### src/rtl/z80_pio_bank_pkg.sv
// Shared definitions for the Z80 parallel I/O bank: register offsets, limits, parameter check.
// Latency: n/a (no logic).
// Backpressure: n/a.
package pio_pkg;

    localparam int MAX_PORTS = 16;

    // Register offset within a port's 4-address window.
    typedef enum logic [1:0] {
        REG_DATA  = 2'd0,
        REG_DIR   = 2'd1,
        REG_IMASK = 2'd2,
        REG_ISTAT = 2'd3
    } reg_sel_e;

    // True when the bank geometry fits the 8-bit I/O space and the synchroniser depth is sane.
    function automatic bit pio_params_ok(input int num_ports, input int base_addr,
                                         input int sync_stages);
        return (num_ports >= 1) && (num_ports <= MAX_PORTS) &&
               (base_addr % 4 == 0) && (base_addr >= 0) &&
               (base_addr + 4 * num_ports - 1 <= 255) &&
               (sync_stages >= 2) && (sync_stages <= 3);
    endfunction

endpackage

### src/rtl/z80_pio_bank_if.sv
// Z80 I/O bus as seen by a peripheral: address, strobes, data both ways, select and interrupt.
// Latency: n/a (wiring only).
// Backpressure: none; the Z80 bus has no wait handshake here.
// master = CPU side (drives addr/n_wr/n_rd/dataIn), slave = peripheral side.
interface z80_pio_bank_if;
    logic [7:0] addr;
    logic       n_wr;
    logic       n_rd;
    logic [7:0] dataIn;
    logic [7:0] dataOut;
    logic       n_cs;
    logic       n_int;

    modport master (output addr, n_wr, n_rd, dataIn, input  dataOut, n_cs, n_int);
    modport slave  (input  addr, n_wr, n_rd, dataIn, output dataOut, n_cs, n_int);
endinterface

### src/rtl/z80_pio_bank_channel.sv
// One 8-bit parallel port: DATA/DIR/IMASK/ISTAT registers, input synchroniser, rising-edge capture.
// Latency: register write lands on the strobe edge, pins follow one cycle later; input edge flags after SYNC_STAGES+1 edges.
// Backpressure: none; every write strobe is accepted.
// Ports: cpuClock, n_reset (sync, active-high); pin_in async pads; wr_en/reg_sel/wdata from the bank decoder;
//        pin_out/pin_oe registered pad controls; rdata selected register readback; irq = any unmasked flag.
module pio_channel
    import pio_pkg::*;
#(
    parameter int SYNC_STAGES = 2
) (
    input  logic       cpuClock,
    input  logic       n_reset,
    input  logic [7:0] pin_in,
    input  logic       wr_en,
    input  reg_sel_e   reg_sel,
    input  logic [7:0] wdata,
    output logic [7:0] pin_out,
    output logic [7:0] pin_oe,
    output logic [7:0] rdata,
    output logic       irq
);

    logic [SYNC_STAGES-1:0][7:0] sync_q;
    logic [7:0] sync_d;
    logic [7:0] prev_q;
    logic [7:0] data_q, dir_q, imask_q, istat_q;
    logic [7:0] edge_set, w1c;

    assign sync_d = sync_q[SYNC_STAGES-1];

    // prev tracks sync_d on every bit regardless of direction, so flipping a
    // bit from output to input never manufactures an edge.
    assign edge_set = ~dir_q & ~prev_q & sync_d;
    assign w1c      = (wr_en && reg_sel == REG_ISTAT) ? wdata : 8'h00;

    always_ff @(posedge cpuClock) begin
        if (n_reset) begin
            sync_q  <= '0;
            prev_q  <= '0;
            data_q  <= '0;
            dir_q   <= '0;
            imask_q <= '0;
            istat_q <= '0;
            pin_out <= '0;
            pin_oe  <= '0;
        end else begin
            sync_q  <= {sync_q[SYNC_STAGES-2:0], pin_in};
            prev_q  <= sync_d;
            pin_out <= data_q;
            pin_oe  <= dir_q;
            // A new edge beats a same-cycle clear on the same bit.
            istat_q <= (istat_q & ~w1c) | edge_set;
            if (wr_en) begin
                case (reg_sel)
                    REG_DATA:  data_q  <= wdata;
                    REG_DIR:   dir_q   <= wdata;
                    REG_IMASK: imask_q <= wdata;
                    default:   ;
                endcase
            end
        end
    end

    always_comb begin
        rdata = 8'h00;
        case (reg_sel)
            REG_DATA:  rdata = (data_q & dir_q) | (sync_d & ~dir_q);
            REG_DIR:   rdata = dir_q;
            REG_IMASK: rdata = imask_q;
            REG_ISTAT: rdata = istat_q;
            default:   rdata = 8'h00;
        endcase
    end

    assign irq = |(istat_q & imask_q);

endmodule

### src/rtl/z80_pio_bank.sv
// Bank of NUM_PORTS bidirectional 8-bit parallel ports on the Z80 I/O bus with maskable edge interrupt.
// Latency: reads combinational; writes take effect on the first edge of the strobe (one per strobe).
// Backpressure: none; the bank never stalls the CPU.
// Ports: cpuClock, n_reset (sync, active-high); bus (slave modport: addr, n_wr, n_rd, dataIn, dataOut, n_cs, n_int);
//        pin_in/pin_out/pin_oe, port p on bits [8p+7:8p].
module z80_pio_bank
    import pio_pkg::*;
#(
    parameter int         NUM_PORTS   = 2,
    parameter logic [7:0] BASE_ADDR   = 8'h90,
    parameter int         SYNC_STAGES = 2
) (
    input  logic                   cpuClock,
    input  logic                   n_reset,
    z80_pio_bank_if.slave          bus,
    input  logic [8*NUM_PORTS-1:0] pin_in,
    output logic [8*NUM_PORTS-1:0] pin_out,
    output logic [8*NUM_PORTS-1:0] pin_oe
);

    if (!pio_params_ok(NUM_PORTS, int'(BASE_ADDR), SYNC_STAGES)) begin : g_bad_params
        $error("z80_pio_bank: illegal NUM_PORTS/BASE_ADDR/SYNC_STAGES");
    end

    localparam int LAST_ADDR = int'(BASE_ADDR) + 4 * NUM_PORTS - 1;

    logic       hit;
    logic [3:0] port_sel;
    logic       wr_q;
    logic       wr_pulse;
    logic [7:0] rd_mux;
    logic [7:0] ch_rdata [NUM_PORTS];
    logic [NUM_PORTS-1:0] ch_irq;

    assign hit      = (bus.addr >= BASE_ADDR) && (int'(bus.addr) <= LAST_ADDR);
    assign port_sel = 4'((bus.addr - BASE_ADDR) >> 2);

    // wr_q resets low, so a strobe already asserted when reset lifts never writes.
    always_ff @(posedge cpuClock) begin
        if (n_reset) wr_q <= 1'b0;
        else         wr_q <= bus.n_wr;
    end

    assign wr_pulse = hit && !bus.n_wr && wr_q;

    for (genvar p = 0; p < NUM_PORTS; p++) begin : g_port
        pio_channel #(.SYNC_STAGES(SYNC_STAGES)) u_channel (
            .cpuClock (cpuClock),
            .n_reset  (n_reset),
            .pin_in   (pin_in[8*p +: 8]),
            .wr_en    (wr_pulse && (port_sel == 4'(p))),
            .reg_sel  (reg_sel_e'(bus.addr[1:0])),
            .wdata    (bus.dataIn),
            .pin_out  (pin_out[8*p +: 8]),
            .pin_oe   (pin_oe[8*p +: 8]),
            .rdata    (ch_rdata[p]),
            .irq      (ch_irq[p])
        );
    end

    always_comb begin
        rd_mux = 8'hFF;
        for (int p = 0; p < NUM_PORTS; p++) begin
            if (port_sel == 4'(p)) rd_mux = ch_rdata[p];
        end
    end

    assign bus.n_cs    = !(hit && (!bus.n_rd || !bus.n_wr));
    assign bus.dataOut = bus.n_cs ? 8'hFF : rd_mux;
    assign bus.n_int   = !(|ch_irq);

endmodule

### src/flat_wrapper.sv
// flat-port wrapper written by rule: the top's interface ports become plain ports
module z80_pio_bank_flat import pio_pkg::*;
#(
    parameter int         NUM_PORTS   = 2,
    parameter logic [7:0] BASE_ADDR   = 8'h90,
    parameter int         SYNC_STAGES = 2
)
  (cpuClock, n_reset, pin_in, pin_out, pin_oe, bus_addr, bus_n_wr, bus_n_rd, bus_dataIn, bus_dataOut, bus_n_cs, bus_n_int);
  z80_pio_bank_if bus_i ();
  input  logic cpuClock;
  input  logic n_reset;
  input  logic [8*NUM_PORTS-1:0] pin_in;
  output logic [8*NUM_PORTS-1:0] pin_out;
  output logic [8*NUM_PORTS-1:0] pin_oe;
  input wire logic [$bits(bus_i.addr)-1:0] bus_addr;
  input wire logic [$bits(bus_i.n_wr)-1:0] bus_n_wr;
  input wire logic [$bits(bus_i.n_rd)-1:0] bus_n_rd;
  input wire logic [$bits(bus_i.dataIn)-1:0] bus_dataIn;
  output wire logic [$bits(bus_i.dataOut)-1:0] bus_dataOut;
  output wire logic [$bits(bus_i.n_cs)-1:0] bus_n_cs;
  output wire logic [$bits(bus_i.n_int)-1:0] bus_n_int;
  assign bus_i.addr = bus_addr;
  assign bus_i.n_wr = bus_n_wr;
  assign bus_i.n_rd = bus_n_rd;
  assign bus_i.dataIn = bus_dataIn;
  assign bus_dataOut = bus_i.dataOut;
  assign bus_n_cs = bus_i.n_cs;
  assign bus_n_int = bus_i.n_int;
  z80_pio_bank #(.NUM_PORTS(NUM_PORTS), .BASE_ADDR(BASE_ADDR), .SYNC_STAGES(SYNC_STAGES)) u_core (.cpuClock(cpuClock), .n_reset(n_reset), .bus(bus_i), .pin_in(pin_in), .pin_out(pin_out), .pin_oe(pin_oe));
endmodule
### config.mk
export PLATFORM = sky130hd
export DESIGN_NAME = z80_pio_bank_flat
export DESIGN_NICKNAME = d
export VERILOG_FILES = /design/src/rtl/z80_pio_bank_pkg.sv /design/src/rtl/z80_pio_bank_if.sv /design/src/rtl/z80_pio_bank_channel.sv /design/src/rtl/z80_pio_bank.sv /design/src/flat_wrapper.sv
export SDC_FILE = /design/constraint.sdc
export NUM_CORES = 1
export LEC_CHECK = 0
export CAP_MARGIN = 10
export CORE_UTILIZATION = 40
export CTS_BUF_LIST = sky130_fd_sc_hd__clkbuf_16
export CTS_CLUSTER_DIAMETER = 30
export DETAILED_ROUTE_END_ITERATION = 8
export PLACE_DENSITY = 0.58
export SYNTH_ARGS = -nofsm -noshare
export SYNTH_HDL_FRONTEND = slang
export SYNTH_SLANG_ARGS = --single-unit
### constraint.sdc
create_clock -name cpuClock -period 1.75 [get_ports cpuClock]
set_input_delay 0.175 -clock cpuClock [delete_from_list [all_inputs] [get_ports cpuClock]]
set_output_delay 0.175 -clock cpuClock [all_outputs]
set_load 0.03 [all_outputs]
# Word level (Yosys, flattened, before mapping)
# Cells that the tools add are included.
dict set report op_classes {
  add_sub_neg 1
  order_cmp 2
  eq_ne 4
  mux 7
  bitwise 22
  reduce_logical 22
}
# operator n
set ops {}
lappend ops {{AND 8 bit} 12}
lappend ops {{one-hot mux 8 bit (4 select lines)} 2}
lappend ops {{inverter 8 bit} 6}
lappend ops {{2-to-1 mux 8 bit} 5}
lappend ops {{OR 8 bit} 4}
lappend ops {{OR reduction 16 bit} 1}
lappend ops {{AND reduction 2 bit} 6}
lappend ops {{>= comparator 8 bit, second input constant} 1}
lappend ops {{<= comparator 8 bit, second input constant} 1}
lappend ops {{logical AND 1 bit} 8}
lappend ops {{subtractor 6 x 5 -> 6 bit, second input constant} 1}
lappend ops {{== test 2 bit, second input constant} 2}
lappend ops {{== test 4 x 1 -> 1 bit, second input constant} 1}
lappend ops {{zero test 1 bit} 4}
lappend ops {{zero test 4 bit} 1}
lappend ops {{== test 2 x 1 -> 1 bit, second input constant} 1}
lappend ops {{zero test 2 bit} 1}
lappend ops {{logical OR 1 bit} 1}
dict set report word_totals {
  regBits 145
  inputBits 36
  out_inout_bits 42
  word_cells 77
}

# Depth between registers and ports, before layout
# Gate-level depths: netlist of run 1.
dict set report logic_depth {
  depth_word 10
  depth_mapped 6
  ltp_nobuf 4
}

# Cells and area by module
# A second synthesis of run 1 with hierarchy kept.
dict set report hier_totals {
  cells_unflattened 581
  area_unflattened_um2 5507.8
}
# mod instances cells_per_inst area_per_inst_um2 seq_area_each_um2
set by_module_without_submodules {}
lappend by_module_without_submodules {pio_channel 2 276 2637.5 1441.4}
lappend by_module_without_submodules {z80_pio_bank 1 29 232.7 20.0}

# Least setup slack after synthesis of run 1
# No wires, ideal clock.
dict set report synth_timing {
  kind {in2out}
  start {input bus_addr[0]}
  end {output bus_dataOut[2]}
  t_arrival_ns 1.587
  required_time_ns 1.575
  path_slack_ns -0.012
  path_stages 6
  n_path_buf 2
  path_cell_list {buf_2 buf_2 or3b_2 a21oi_1 a21oi_1 a22oi_1}
}
dict set report synth_via {
  elab_chain_len 5
}
# element line
set synth_lines {}
lappend synth_lines {{start, declared} flat_wrapper.sv:15} ;# input wire logic [$bits(bus_i.addr)-1:0] bus_addr;
lappend synth_lines {{subtractor 6 x 5 -> 6 bit (tied with other cells)} z80_pio_bank.sv:36} ;# assign port_sel = 4'((bus.addr - BASE_ADDR) >> 2);
lappend synth_lines {{zero test 4 bit / one-hot mux 8 bit (4 select lines) (equally long branches)} {z80_pio_bank.sv:64, z80_pio_bank_channel.sv:66}}
lappend synth_lines {{2-to-1 mux 8 bit (2 in a row)} z80_pio_bank.sv:64} ;# if (port_sel == 4'(p)) rd_mux = ch_rdata[p];
lappend synth_lines {{2-to-1 mux 8 bit *} z80_pio_bank.sv:69} ;# assign bus.dataOut = bus.n_cs ? 8'hFF : rd_mux;
lappend synth_lines {{end, declared} flat_wrapper.sv:19} ;# output wire logic [$bits(bus_i.dataOut)-1:0] bus_dataOut;
# Every way passes the cells marked *; elsewhere a longest branch is shown, timed or not.

# Final worst setup path of run 1
dict set report layout_timing {
  start {register u_core.g_port[1].u_channel.sync_q (netlist bit u_core.g_port[1].u_channel.sync_d[5])}
  end {output bus_dataOut[5]}
}
dict set report layout_via {
  elab_chain_len 5
}
# element line
set layout_lines {}
lappend layout_lines {{start, declared} z80_pio_bank_channel.sv:23} ;# logic [SYNC_STAGES-1:0][7:0] sync_q;
lappend layout_lines {{start signal, assigned} z80_pio_bank_channel.sv:47} ;# sync_q <= {sync_q[SYNC_STAGES-2:0], pin_in};
lappend layout_lines {{AND 8 bit} z80_pio_bank_channel.sv:67} ;# REG_DATA: rdata = (data_q & dir_q) | (sync_d & ~dir_q);
lappend layout_lines {{OR 8 bit} z80_pio_bank_channel.sv:67}
lappend layout_lines {{one-hot mux 8 bit (4 select lines)} z80_pio_bank_channel.sv:66} ;# case (reg_sel)
lappend layout_lines {{2-to-1 mux 8 bit} z80_pio_bank.sv:64}
lappend layout_lines {{2-to-1 mux 8 bit} z80_pio_bank.sv:69}
# Every way passes these cells.

==> metrics.txt, run 1 <==
sequential share of power=0.477; Critical Path Start Type=register; Leak Pwr=0.00335 uW; metal2 WL=6510 um; CP max stage cell=or3b_1; clock skew=11.5 ps; worst hold path startpoint=n_reset; Worst slew margin=0.635; drt total wl=13600 um; CP max FO=2; Worst Max-Slew Pin Slew=547 ps; vias in the first global route=4235; Die W=118 um; Buf/Inv on CP=1; P_int=5640 uW; Crit path top cell by count=a21oi_2; commonest non-fill, non-tap cells in the layout=dfxtp_1 (117), clkdlybuf4s50_1 (64), nand2_1 (56); Worst-path clk slew=about 60 ps; antenna-violating nets left=0; fmax=0.537 GHz; Clock Path Buffers=2; Crit path arrival time=~1700 ps; final hold violations=0; DP Worst Slack=-553 ps; CTS H-Tree Depth=4; Gate power share=0.064; IR drop worst, VDD=639 uV; DRC=0; critical path class=register to output port; Power Total=7140 uW; reg2reg start=u_core.wr_q$_SDFF_PP0_; RSZ-0062 raised after global routing=true; final setup fails=9; GR Overflow Total=0; # Max-Cap Violations=0; Total GRT Usage=0.207; Vias/cell=between 5 and 6; first-pass GRT wire length=21900 um; Mean Syn Cell Area=10.2 um^2; worst setup margin=-114 ps; #FFs+latches synth=145; via count=4183; sw power=about 1500 uW; fin crit share=1.07; share of cells above drive strength 1=0.332; Nets=~680; CP startpoint=u_core.g_port[1].u_channel.sync_d[5]$_SDFF_PP0_; commonest non-fill, non-tap cell in the layout=dfxtp_1; Die Area=0.0138 mm^2; I/O Buffers=77; clock share of power=0.459; Die Y=roughly 120 um; DR WL met3=roughly 650 um; boundary pin count=78; synth-to-layout area growth=41.4%; Clk Latency, worst-skew pair=420 ps; Num Clock Sinks=145; Initial DRC Count=198; critical path's top delay family=compound AO/OA/AOI/OAI gates; outcome=finished, violations left; synth warn=0; post-synthesis cell area=around 0.0054 mm^2; CTS Buf Count=17; Distinct cells, synth=33; Synth Instances=524; CP cell instances=or3b_1, a21oi_2, a21oi_2, a22oi_2, buf_6; required time of the critical path=1570 ps; Antenna Cells=0; CP endpoint kind=output port; Hold Crit Class=input pin to register; core area=0.0128 mm^2; failing checks=negative setup slack; row count=41; metal1 wirelength=between 6000 and 7000 um; clk root buf=clkbuf_16; fin crit period=1860 ps; Power Dens Cells=944 mW/mm^2; top sig layer=met4; setup tns final=-859 ps; TritonRoute pass-1 iters=4; # fillers=between 1k and 1.5k; Final HPWL DP=8760 um; slowest stage delay, CP=350 ps; initial antenna violation count=0; initial core utilization=0.417; RD Place Congestion=0.874; wire length per cell=16.5 um; Hold Buf Count CTS=0; CTS tree=done; share of the yosys chip area belonging to registers=0.542; Final Max Tran Viols=0; largest net degree at the start of global routing=50; sw frac=0.211; synthesized net count=560
-- registers in the layout (all words and copies together) (netlist names) --
name / cells
u_core.g_port.u_channel.data_q: 16
u_core.g_port.u_channel.imask_q: 16
u_core.g_port.u_channel.istat_q: 16
u_core.g_port.u_channel.sync_d: 16
u_core.g_port.u_channel.sync_q: 16
u_core.g_port.u_channel.pin_out: 16
u_core.wr_q: 1
u_core.g_port.u_channel.prev_q: 16
u_core.g_port.u_channel.pin_oe: 16
u_core.g_port.u_channel.dir_q: 16
-- cell families (layout without fill, tap and decap cells) --
logic type,count (synthesis),in the layout,share of synthesized area
muxes,48,48,0.0935
buffers and inverters,58,188,0.0433
AOI/OAI and AO/OA,97,97,0.122
and+or+nand+nor,176,176,0.199
DFF,145,145,0.542
-- layer usage --
metal  vias up  track usage
li1       2045            -
met1      2005        0.255
met2       110        0.340
met3        23       0.0446
met4         0        0.101
met5         -            0
-- power groups by stage --
stage,Sequential (uW),Clock (uW),Combinational [uW]
after floorplan,3460,0,198
after global placement,3470,0,392
after detailed placement,3470,0,396
after CTS,3400,3340,443
after global routing,3410,3500,490
final,3410,3280,460
-- cell usage after synthesis --
master	n	area (um^2)
o21ai_0	16	80.1
clkbuf_1	7	26.3
nor2_1	20	75.1
nand3_1	3	15.0
nor4b_4	1	23.8
nand4b_1	1	8.76
and4bb_2	3	37.5
inv_2	1	3.75
nor4_4	2	42.5
a22o_1	2	17.5
nand2_1	57	214
nor3_1	1	5.00
buf_4	1	7.51
or3b_2	8	70.1
a31o_1	8	70.1
a31o_2	24	210
a21oi_1	33	165
inv_1	32	120
buf_2	8	40.0
a221oi_1	2	17.5
nand2_2	4	25.0
mux2_2	16	180
nor2b_1	49	307
nand4b_2	1	15.0
mux2i_1	32	320
clkinv_1	1	3.75
nand4bb_4	1	27.5
nor3_2	1	10.0
a22oi_1	12	90.1
buf_1	8	30.0
or3b_1	8	70.1
dfxtp_1	145	2900
nor3b_1	16	120
-- cell type report --
class | instances | area [um^2] | share of cell area
Clock buffer | 17 | 425 | 0.0562
Timing Repair Buffer | 124 | 1300 | 0.172
Clock inverter | 13 | 105 | 0.0139
Tap cell | 172 | 215 | 0.0284
Multi-Input combinational cell | 321 | 2450 | 0.324
Sequential cell | 145 | 2940 | 0.388
Inverter | 34 | 128 | 0.0169
-- final timing paths --
path,endpoint,slack (ps),cells past startpoint
worst max-delay path,bus_dataOut[5],-110,5
worst min-delay path,u_core.g_port[0].u_channel.pin_out[3]$_SDFF_PP0_,220,4
worst max register to register,u_core.g_port[0].u_channel.istat_q[7]$_SDFF_PP0_,280,5
worst min register to register,u_core.g_port[0].u_channel.sync_d[5]$_SDFF_PP0_,440,1
-- worst reg2reg max path, cell delays in order, from the launching register on --
cell and delay [ps]:
dfxtp_1 370, nand4b_1 250, nor4_4 220, buf_4 210, nand2_1 80, a31o_2 240
-- metrics by stage --
| step | instance area, um^2 | hold slack, ps | std cells | util |
|---|---|---|---|---|
| 2_1_floorplan | 5380 | 254 | 524 | - |
| 3_3_place_gp | 6570 | 416 | 781 | 0.512 |
| 3_5_place_dp | 6570 | 420 | 781 | 0.512 |
| 4_1_cts | 7450 | 214 | 824 | 0.581 |
| 5_1_grt | 7570 | 252 | 826 | 0.590 |
| 6_report | 7570 | 222 | 826 | 0.590 |
-- repair_timing --
action | 4_1_cts | 5_1_grt
setup endpoints to repair | 9 | 9
buffers inserted | 11 | 1
hold endpoints to repair | 0 | 0
cloned | 2 | 1
pin swaps | 34 | 16
gates resized for setup | 69 | 27
(Power assumes the default switching activity.)
==> inputs of run 2 (changes only) <==
--- a/config.mk
+++ b/config.mk
@@ -6,6 +6,7 @@
 export NUM_CORES = 1
 export LEC_CHECK = 0
 export CAP_MARGIN = 10
+export CORE_MARGIN = 2
 export CORE_UTILIZATION = 40
 export CTS_BUF_LIST = sky130_fd_sc_hd__clkbuf_16
 export CTS_CLUSTER_DIAMETER = 30
==> metrics.txt, run 2 (synthesized netlist as in run 1, its figures left out) <==
# Max-Cap Violations=0; DP Worst Slack=-488 ps; Die Area=0.0143 mm^2; Vias/cell=5.00; initial antenna violation count=0; Clock Path Buffers=2; Crit path top cell by count=a21oi_2; IR drop worst, VDD=498 uV; I/O Buffers=77; fin crit share=1.09; boundary pin count=78; Post-Layout Cell Count=835; fmax=0.525 GHz; Worst slew margin=0.720; largest net degree at the start of global routing=67; first-pass GRT wire length=about 22000 um; RSZ-0062 raised after global routing=true; commonest non-fill, non-tap cell in the layout=dfxtp_1; antenna-violating nets left=0; via count=4174; critical path class=register to output port; reg2reg path depth=5; Crit path arrival time=1730 ps; placed insts=roughly 790; outcome=finished, violations left; Die Y=120 um; DR WL met3=around 770 um; CP max stage cell=or3b_4; Final HPWL DP=8790 um; CP endpoint kind=output port; CTS Buf Count=17; failing checks=negative setup slack; Nets=682; wire length per cell=~16 um; GR Overflow Total=0; Power Dens Cells=931 mW/mm^2; Seq. cell area=0.00294 mm^2; clock skew=around 5.5 ps; multi-input combinational cell area=0.00244 mm^2; Hold Path Sink=u_core.g_port[0].u_channel.pin_oe[4]$_SDFF_PP0_; Total GRT Usage=0.201; CTS tree=done; slowest stage delay, CP=370 ps; CP max FO=4; core area=between 0.01 and 0.015 mm^2; final hold violations=0; Worst-path clk slew=50 ps; CTS H-Tree Depth=4; reg2reg start=u_core.wr_q$_SDFF_PP0_; drt total wl=13500 um; TritonRoute pass-1 iters=4; setup tns final=-898 ps; worst hold path depth=5; worst setup margin=-154 ps; Die W=120 um; top sig layer=met4; vias in the first global route=4247; Final Max Tran Viols=0; Num Clock Sinks=about 150; Antenna Cells=0; Initial DRC Count=209; share of cells above drive strength 1=0.332; Hold Crit Class=input pin to register; CP cell instances=or3b_4, a21oi_2, a21oi_2, a22oi_2, buf_6; R2R Setup Slk=roughly 280 ps; worst hold path startpoint=n_reset; final setup fails=9; RD Place Congestion=0.871; metal2 WL=6300 um; synth-to-layout area growth=40.5%; commonest non-fill, non-tap cells in the layout=dfxtp_1 (115), clkdlybuf4s50_1 (60), nand2_1 (56); Hold Buf Count CTS=0; DRC=0; Leak Pwr=0.00335 uW; fin util=0.572; row count=42; clk root buf=clkbuf_16; # fillers=1194; Worst Max-Slew Pin Slew=420 ps; Critical Path Start Type=register; initial core utilization=0.407; worst hold slack=250 ps; metal1 wirelength=roughly 6000 um; reg2reg end=u_core.g_port[0].u_channel.istat_q[4]$_SDFF_PP0_; Clk Latency, worst-skew pair=420 ps; fin crit period=1900 ps; required time of the critical path=1570 ps
==> run 2: cell count changes in the layout (fill, tap and decap cells not counted), moves of 3 or more <==
cell / change
clkdlybuf4s50_1: -4
inv_1: +3
or3b_1: +3
buf_4: +4
dlygate4sd2_1: +4
or3b_4: -3
==> run 2: layer usage <==
layer | GRT usage | vias up
met5 | 0 | -
met1 | 0.261 | 1988
li1 | - | 2042
met4 | 0.0985 | 0
met3 | 0.0494 | 25
met2 | 0.313 | 119
==> run 2: what timing repair did <==
action	in CTS	in global routing
endpoints found under the setup margin	9	9
setup buffers	14	1
endpoints found under the hold margin	0	0
resized for setup	85	15
cloned	1	0
pin swaps	37	17
==> run 2: worst max-delay path: cells and delay by family (launching register included) <==
kind,cells,cell delay [ps]
buffers and inverters,1,170
AO/OA/AOI/OAI,3,450
flip-flops,1,330
AND/OR/NAND/NOR,1,370
==> run 2: per-stage QoR <==
stage	instance area, um^2	power, uW
after floorplan	5380	3660
after global placement	6600	3860
after detailed placement	6600	3860
after CTS	7470	7070
after global routing	7520	7250
final	7520	7000
==> run 2: layout make-up <==
class	instances	area share
Clock buffer	17	0.0566
Timing Repair Buffer	127	0.170
Tap cell	176	0.0293
Clock inverter	15	0.0116
Inverter	34	0.0170
Sequential cell	145	0.391
Multi-Input combinational cell	321	0.324
==> run 2: how the worst max path moves through the flow <==
stage                                                           startpoint        endpoint  slack [ps]  depth (start not counted)
after floorplan                                                bus_addr[0]  bus_dataOut[7]         -10                          6
after global placement                                         bus_addr[0]  bus_dataOut[5]        -450                          7
after detailed placement                                       bus_addr[5]  bus_dataOut[5]        -490                          6
after CTS                  u_core.g_port[0].u_channel.sync_d[4]$_SDFF_PP0_  bus_dataOut[4]        -180                          5
after global routing       u_core.g_port[1].u_channel.sync_d[6]$_SDFF_PP0_  bus_dataOut[6]        -190                          5
final                     u_core.g_port[1].u_channel.dir_q[5]$_SDFFE_PP0P_  bus_dataOut[5]        -150                          5
==> run 2: power breakdown <==
part           switching (uW)  total (uW)  internal, uW
combinational             215         432           217
sequential               33.0        3410          3370
clock                    1280        3160          1880
total                    1530        7000          5470
==> inputs of run 3 (changes only) <==
--- a/config.mk
+++ b/config.mk
@@ -6,12 +6,13 @@
 export NUM_CORES = 1
 export LEC_CHECK = 0
 export CAP_MARGIN = 10
-export CORE_MARGIN = 2
-export CORE_UTILIZATION = 40
+export CORE_MARGIN = 1
+export CORE_UTILIZATION = 33
 export CTS_BUF_LIST = sky130_fd_sc_hd__clkbuf_16
 export CTS_CLUSTER_DIAMETER = 30
+export CTS_CLUSTER_SIZE = 40
 export DETAILED_ROUTE_END_ITERATION = 8
-export PLACE_DENSITY = 0.58
+export PLACE_DENSITY = 0.49
 export SYNTH_ARGS = -nofsm -noshare
 export SYNTH_HDL_FRONTEND = slang
 export SYNTH_SLANG_ARGS = --single-unit
==> metrics.txt, run 3 (synthesized netlist as in run 1, its figures left out) <==
Nets=678; vias in the first global route=~4.1k; Hold Buf Count CTS=0; CTS H-Tree Depth=4; final hold violations=0; clk root buf=clkbuf_16; failing checks=negative setup slack; Initial DRC Count=219; Die Area=0.0167 mm^2; boundary pin count=roughly 80; fin util=0.481; Crit path arrival time=1760 ps; Critical Path Start Type=register; Worst Max-Slew Pin Slew=352 ps; Final HPWL DP=9250 um; synth-to-layout area growth=42.8%; CTS Buf Count=17; commonest non-fill, non-tap cell in the layout=dfxtp_1; critical path class=register to output port; share of cells above drive strength 1=0.310; # Max-Cap Violations=0; Antenna Cells=0; Crit path top cell by count=a21oi_2; first-pass GRT wire length=21900 um; TritonRoute pass-1 iters=4; DP Worst Slack=-679 ps; fmax=0.516 GHz; Worst-path clk slew=60 ps; wire length per cell=15.7 um; CP endpoint kind=output port; antenna-violating nets left=0; Worst slew margin=0.765; CP max FO=2; CTS tree=done; via count=4097; reg2reg path depth=5; largest net degree at the start of global routing=50; worst setup margin=-188 ps; I/O Buffers=77; Final Max Tran Viols=0; Clk Latency, worst-skew pair=420 ps; setup tns final=-1300 ps; commonest non-fill, non-tap cells in the layout=dfxtp_1 (122), clkdlybuf4s50_1 (64), nand2_1 (56); Vias/cell=around 4.7; initial core utilization=0.337; CP cell instances=or3b_1, a21oi_2, a21oi_2, a22oi_2, buf_4, buf_12; fin crit period=1940 ps; Num Clock Sinks=145; Clock Path Buffers=2; final setup fails=9; RSZ-0062 raised after global routing=true; RD Place Congestion=0.832; GR Overflow Total=0; Power Dens Cells=1000 mW/mm^2; drt total wl=13700 um; clock skew=6.31 ps; Die W=129 um; Hold Crit Class=input pin to register; core area=between 0.015 and 0.02 mm^2; IR drop worst, VDD=577 uV; fin crit share=1.11; worst hold path depth=3; Buf/Inv on CP=2; row count=46; Die Y=129 um; Total GRT Usage=0.178; required time of the critical path=1570 ps; initial antenna violation count=0; critical path's top delay family=compound AO/OA/AOI/OAI gates; outcome=finished, violations left; Leak Pwr=0.00337 uW; Crit path depth=6; post-route cell area=0.00764 mm^2; CP max stage cell=or3b_1; area of placed instances=0.00667 mm^2; slowest stage delay, CP=350 ps; DRC=0
## run 3: worst min-delay path, delay by kind of cell
family,cells,cell delay [ps]
buffers and inverters,2,310
AND/OR/NAND/NOR,1,120
## run 3: power breakdown
part | switching, uW | internal, uW | total (uW)
Sequential | 32.2 | 3370 | 3400
Combinational | 216 | 227 | 443
Clock | 1340 | 2490 | 3830
## run 3: worst paths after layout
kind                                               startpoint                                               end  slack, ps
max          u_core.g_port[1].u_channel.dir_q[5]$_SDFFE_PP0P_                                    bus_dataOut[5]       -190
min                                                   n_reset   u_core.g_port[1].u_channel.sync_q[7]$_SDFF_PP0_        220
max reg2reg                            u_core.wr_q$_SDFF_PP0_  u_core.g_port[0].u_channel.istat_q[4]$_SDFF_PP0_        330
min reg2reg   u_core.g_port[1].u_channel.sync_q[3]$_SDFF_PP0_   u_core.g_port[1].u_channel.sync_d[3]$_SDFF_PP0_        430
## run 3: area by class of cell
| class | count | area, um^2 |
|---|---|---|
| multi-input cells | 321 | 2380 |
| clock buffers | 17 | 425 |
| inverters | 34 | 128 |
| fillers | 1515 | 8250 |
| flip-flops and latches | 145 | 2930 |
| well taps | 216 | 270 |
| clock inverters | 15 | 199 |
| repair buffers | 123 | 1300 |
## run 3: what timing repair did
action                                  in CTS  in global routing
pin swaps                                   27                 19
gates cloned                                 1                  0
setup buffers                               14                  1
endpoints found under the setup margin       9                  9
resized for setup                           61                 15
## run 3: layer usage
metal,wire length [um],global-route usage
met2,6390,0.285
met3,719,0.0438
met1,6370,0.227
met5,0,0
met4,230,0.0782
## run 3: per-stage QoR
stage                     cells  hold slack, ps  total power, uW
after floorplan             524             254             3660
after global placement      823             421             3870
after detailed placement    823             420             3880
after CTS                   870             220             7740
after global routing        871             239             7950
final                       871             220             7670
==> RTL change, RTL diff (flow settings as in run 3) <==
Register the input `pin_in` before use, with the module's reset. The logic sees it one clock later. The other inputs are not delayed to match.
--- a/src/rtl/z80_pio_bank.sv
+++ b/src/rtl/z80_pio_bank.sv
@@ -17,6 +17,16 @@
     output logic [8*NUM_PORTS-1:0] pin_out,
     output logic [8*NUM_PORTS-1:0] pin_oe
 );
+
+    logic [8*NUM_PORTS-1:0] pin_q;
+
+    always_ff @(posedge cpuClock) begin
+        if (n_reset) begin
+            pin_q <= '0;
+        end else begin
+            pin_q <= pin_in;
+        end
+    end
 
     if (!pio_params_ok(NUM_PORTS, int'(BASE_ADDR), SYNC_STAGES)) begin : g_bad_params
         $error("z80_pio_bank: illegal NUM_PORTS/BASE_ADDR/SYNC_STAGES");
@@ -47,7 +57,7 @@
         pio_channel #(.SYNC_STAGES(SYNC_STAGES)) u_channel (
             .cpuClock (cpuClock),
             .n_reset  (n_reset),
-            .pin_in   (pin_in[8*p +: 8]),
+            .pin_in   (pin_q[8*p +: 8]),
             .wr_en    (wr_pulse && (port_sel == 4'(p))),
             .reg_sel  (reg_sel_e'(bus.addr[1:0])),
             .wdata    (bus.dataIn),
Formal check against the unedited RTL: not equivalent (a bounded check fails within 4 cycles, from zero or initial values and one cycle with n_reset high).
==> RTL change against run 3 <==
  * Sequential cell count rose by 16
  * The run still ends with negative setup slack left
  * Register-to-register slack improved by 0.15 ns
  * Routed wire length is 8.6% higher
  * Synthesized area rose by 7.7%
  * Fmax is 2.1% higher
  * Critical endpoint is now bus_dataOut[1]
  * Setup slack better by 0.040 ns
  * Critical path type unchanged
  * Total power grew 4.5%
  * Final area grew 2.4%
==> RTL change: results <==
metrics = {
    "logic_synthesis": {
        "synth_area_leaders": "dfxtp_1, nor2b_1, a21oi_1",
        "synth_nets": 607,
        "ys_warn_count": 0,
        "synth_commonest_cells": "dfxtp_1, nor2b_1, a21oi_1",
        "synth-async-reset-ratio_pct": 0,
        "yosysUniqueCellTypes": 36,
        "seq_area_frac_synth_pct": 55.9,
    },
    "routing": {
        "drt_iter0_drc": 283,
        "post_drt_via_cell_ratio": 4.90,
        "wl_mm": 14.9,
        "firstDrtPassIters": 5,
    },
    "power": {
        "vdd_drop_max_mv": 0.722,
        "intPower_mw": 6.31,
        "p_leak_nw": 3.22,
    },
    "setup_path": {
        "cp_max_fo": 2,
        "critPathMaxStageDelay_ns": 0.38,
        "critPathTopFamily": "compound AO/OA/AOI/OAI gates",
        "critical_path_arrival_ns": 1.72,
        "cp_slowest_cell": "or3b_1",
    },
    "layout": {
        "nets": 704,
        "n_fill_cell": 1607,
        "drive_above_1_share_pct": 23.1,
        "antenna_cells": 0,
    },
    "clocking": {
        "clk_latency_ns": 0.42,
        "cts_buffer_depth": 2,
        "cts_buffers": 17,
        "htree_levels": 4,
        "clk_pin_slew_ns": 0.06,
        "cts-root-buf": "clkbuf_16",
    },
    "place": {
        "portBuffers": 77,
        "dp_hpwl_mm": 10.3,
        "dpl-instance-area_sq_um": 6950,
        "gp_congestion": 0.831,
    },
    "timing": {
        "slew_headroom_pct": 61.5,
        "fin_ws_ns": -0.148,
        "setup_viol": 9,
        "skew_ns": 0.00656,
        "tns_ns": -1.01,
    },
    "global_routing": {
        "grt_max_degree": 90,
        "grt_pass1_wl_mm": 23.6,
        "grt_pass1_vias": 4427,
        "antenna_found_initial": 0,
        "grt_usage_pct": 17.5,
    },
    "worst_hold_path": {
        "min_path_type": "in2reg",
    },
    "status": {
        "violations": "negative setup slack",
        "status": "finished, violations left",
    },
}
RTL change: kinds of logic after synthesis:
kind of cell | after synthesis | share of synthesized area (%)
compound gates | 119 | 12.7
mux | 32 | 5.86
flops | 161 | 55.9
buf+inv | 51 | 3.63
simple gates | 208 | 21.8
RTL change: metrics by stage:
step,worst slack (ns),std cells,utilization (%)
floorplan,0.0823,571,-
global placement,-0.399,865,41.3
detailed placement,-0.405,865,41.3
CTS,-0.179,901,46.0
global route,-0.216,901,46.5
finish,-0.148,901,46.5
RTL change: path summary, 6_finish.rpt:
kind	end	startpoint	cells after the start	slack (ns)
hold / removal	u_core.pin_q[14]	n_reset	3	0.29
setup reg to reg	u_core.g_port[1].u_channel.istat_q[3]	u_core.wr_q	4	0.48
hold reg to reg	u_core.g_port[0].u_channel.sync_d[6]	u_core.g_port[0].u_channel.sync_q[6]	1	0.44
setup / recovery	bus_dataOut[1]	u_core.g_port[1].u_channel.dir_q[1]	5	-0.15
RTL change: layer usage:
metal  vias to the layer above  track usage [%]  wire (microns)
li1                       2160                -               -
met2                       115             28.8            7270
met1                      2121             22.1            6660
met4                         0             5.43             169
met5                         -                0               0
met3                        16             5.10             781
RTL change: power by group through the flow:
stage	Combinational, mW	Clock, mW	Sequential, mW
after floorplan	0.193	0	3.83
after global placement	0.381	0	3.84
after detailed placement	0.387	0	3.84
after CTS	0.406	3.94	3.76
after global routing	0.444	4.11	3.76
final	0.411	3.85	3.76
RTL change: tightest hold or removal path, stage by stage:
cell	delay (ns)
buf_2	0.12
buf_12	0.22
nor2b_1	0.13
RTL change: repair_timing:
| item | CTS | global route |
|---|---|---|
| buffers inserted | 3 | 0 |
| resized for setup | 48 | 23 |
| cloned | 1 | 0 |
| hold endpoints to repair | 0 | 0 |
| pin swaps | 26 | 14 |
| endpoints found under the setup margin | 10 | 9 |
RTL change: area by class of cell:
cell class | count | area, sq um | share of cell area [%]
repair buffers | 111 | 1140 | 14.6
flip-flops and latches | 161 | 3260 | 41.6
multi-input cells | 359 | 2460 | 31.5
clock buffers | 17 | 425 | 5.44
well taps | 220 | 275 | 3.52
clock inverters | 15 | 191 | 2.45
inverters | 18 | 67.6 | 0.864
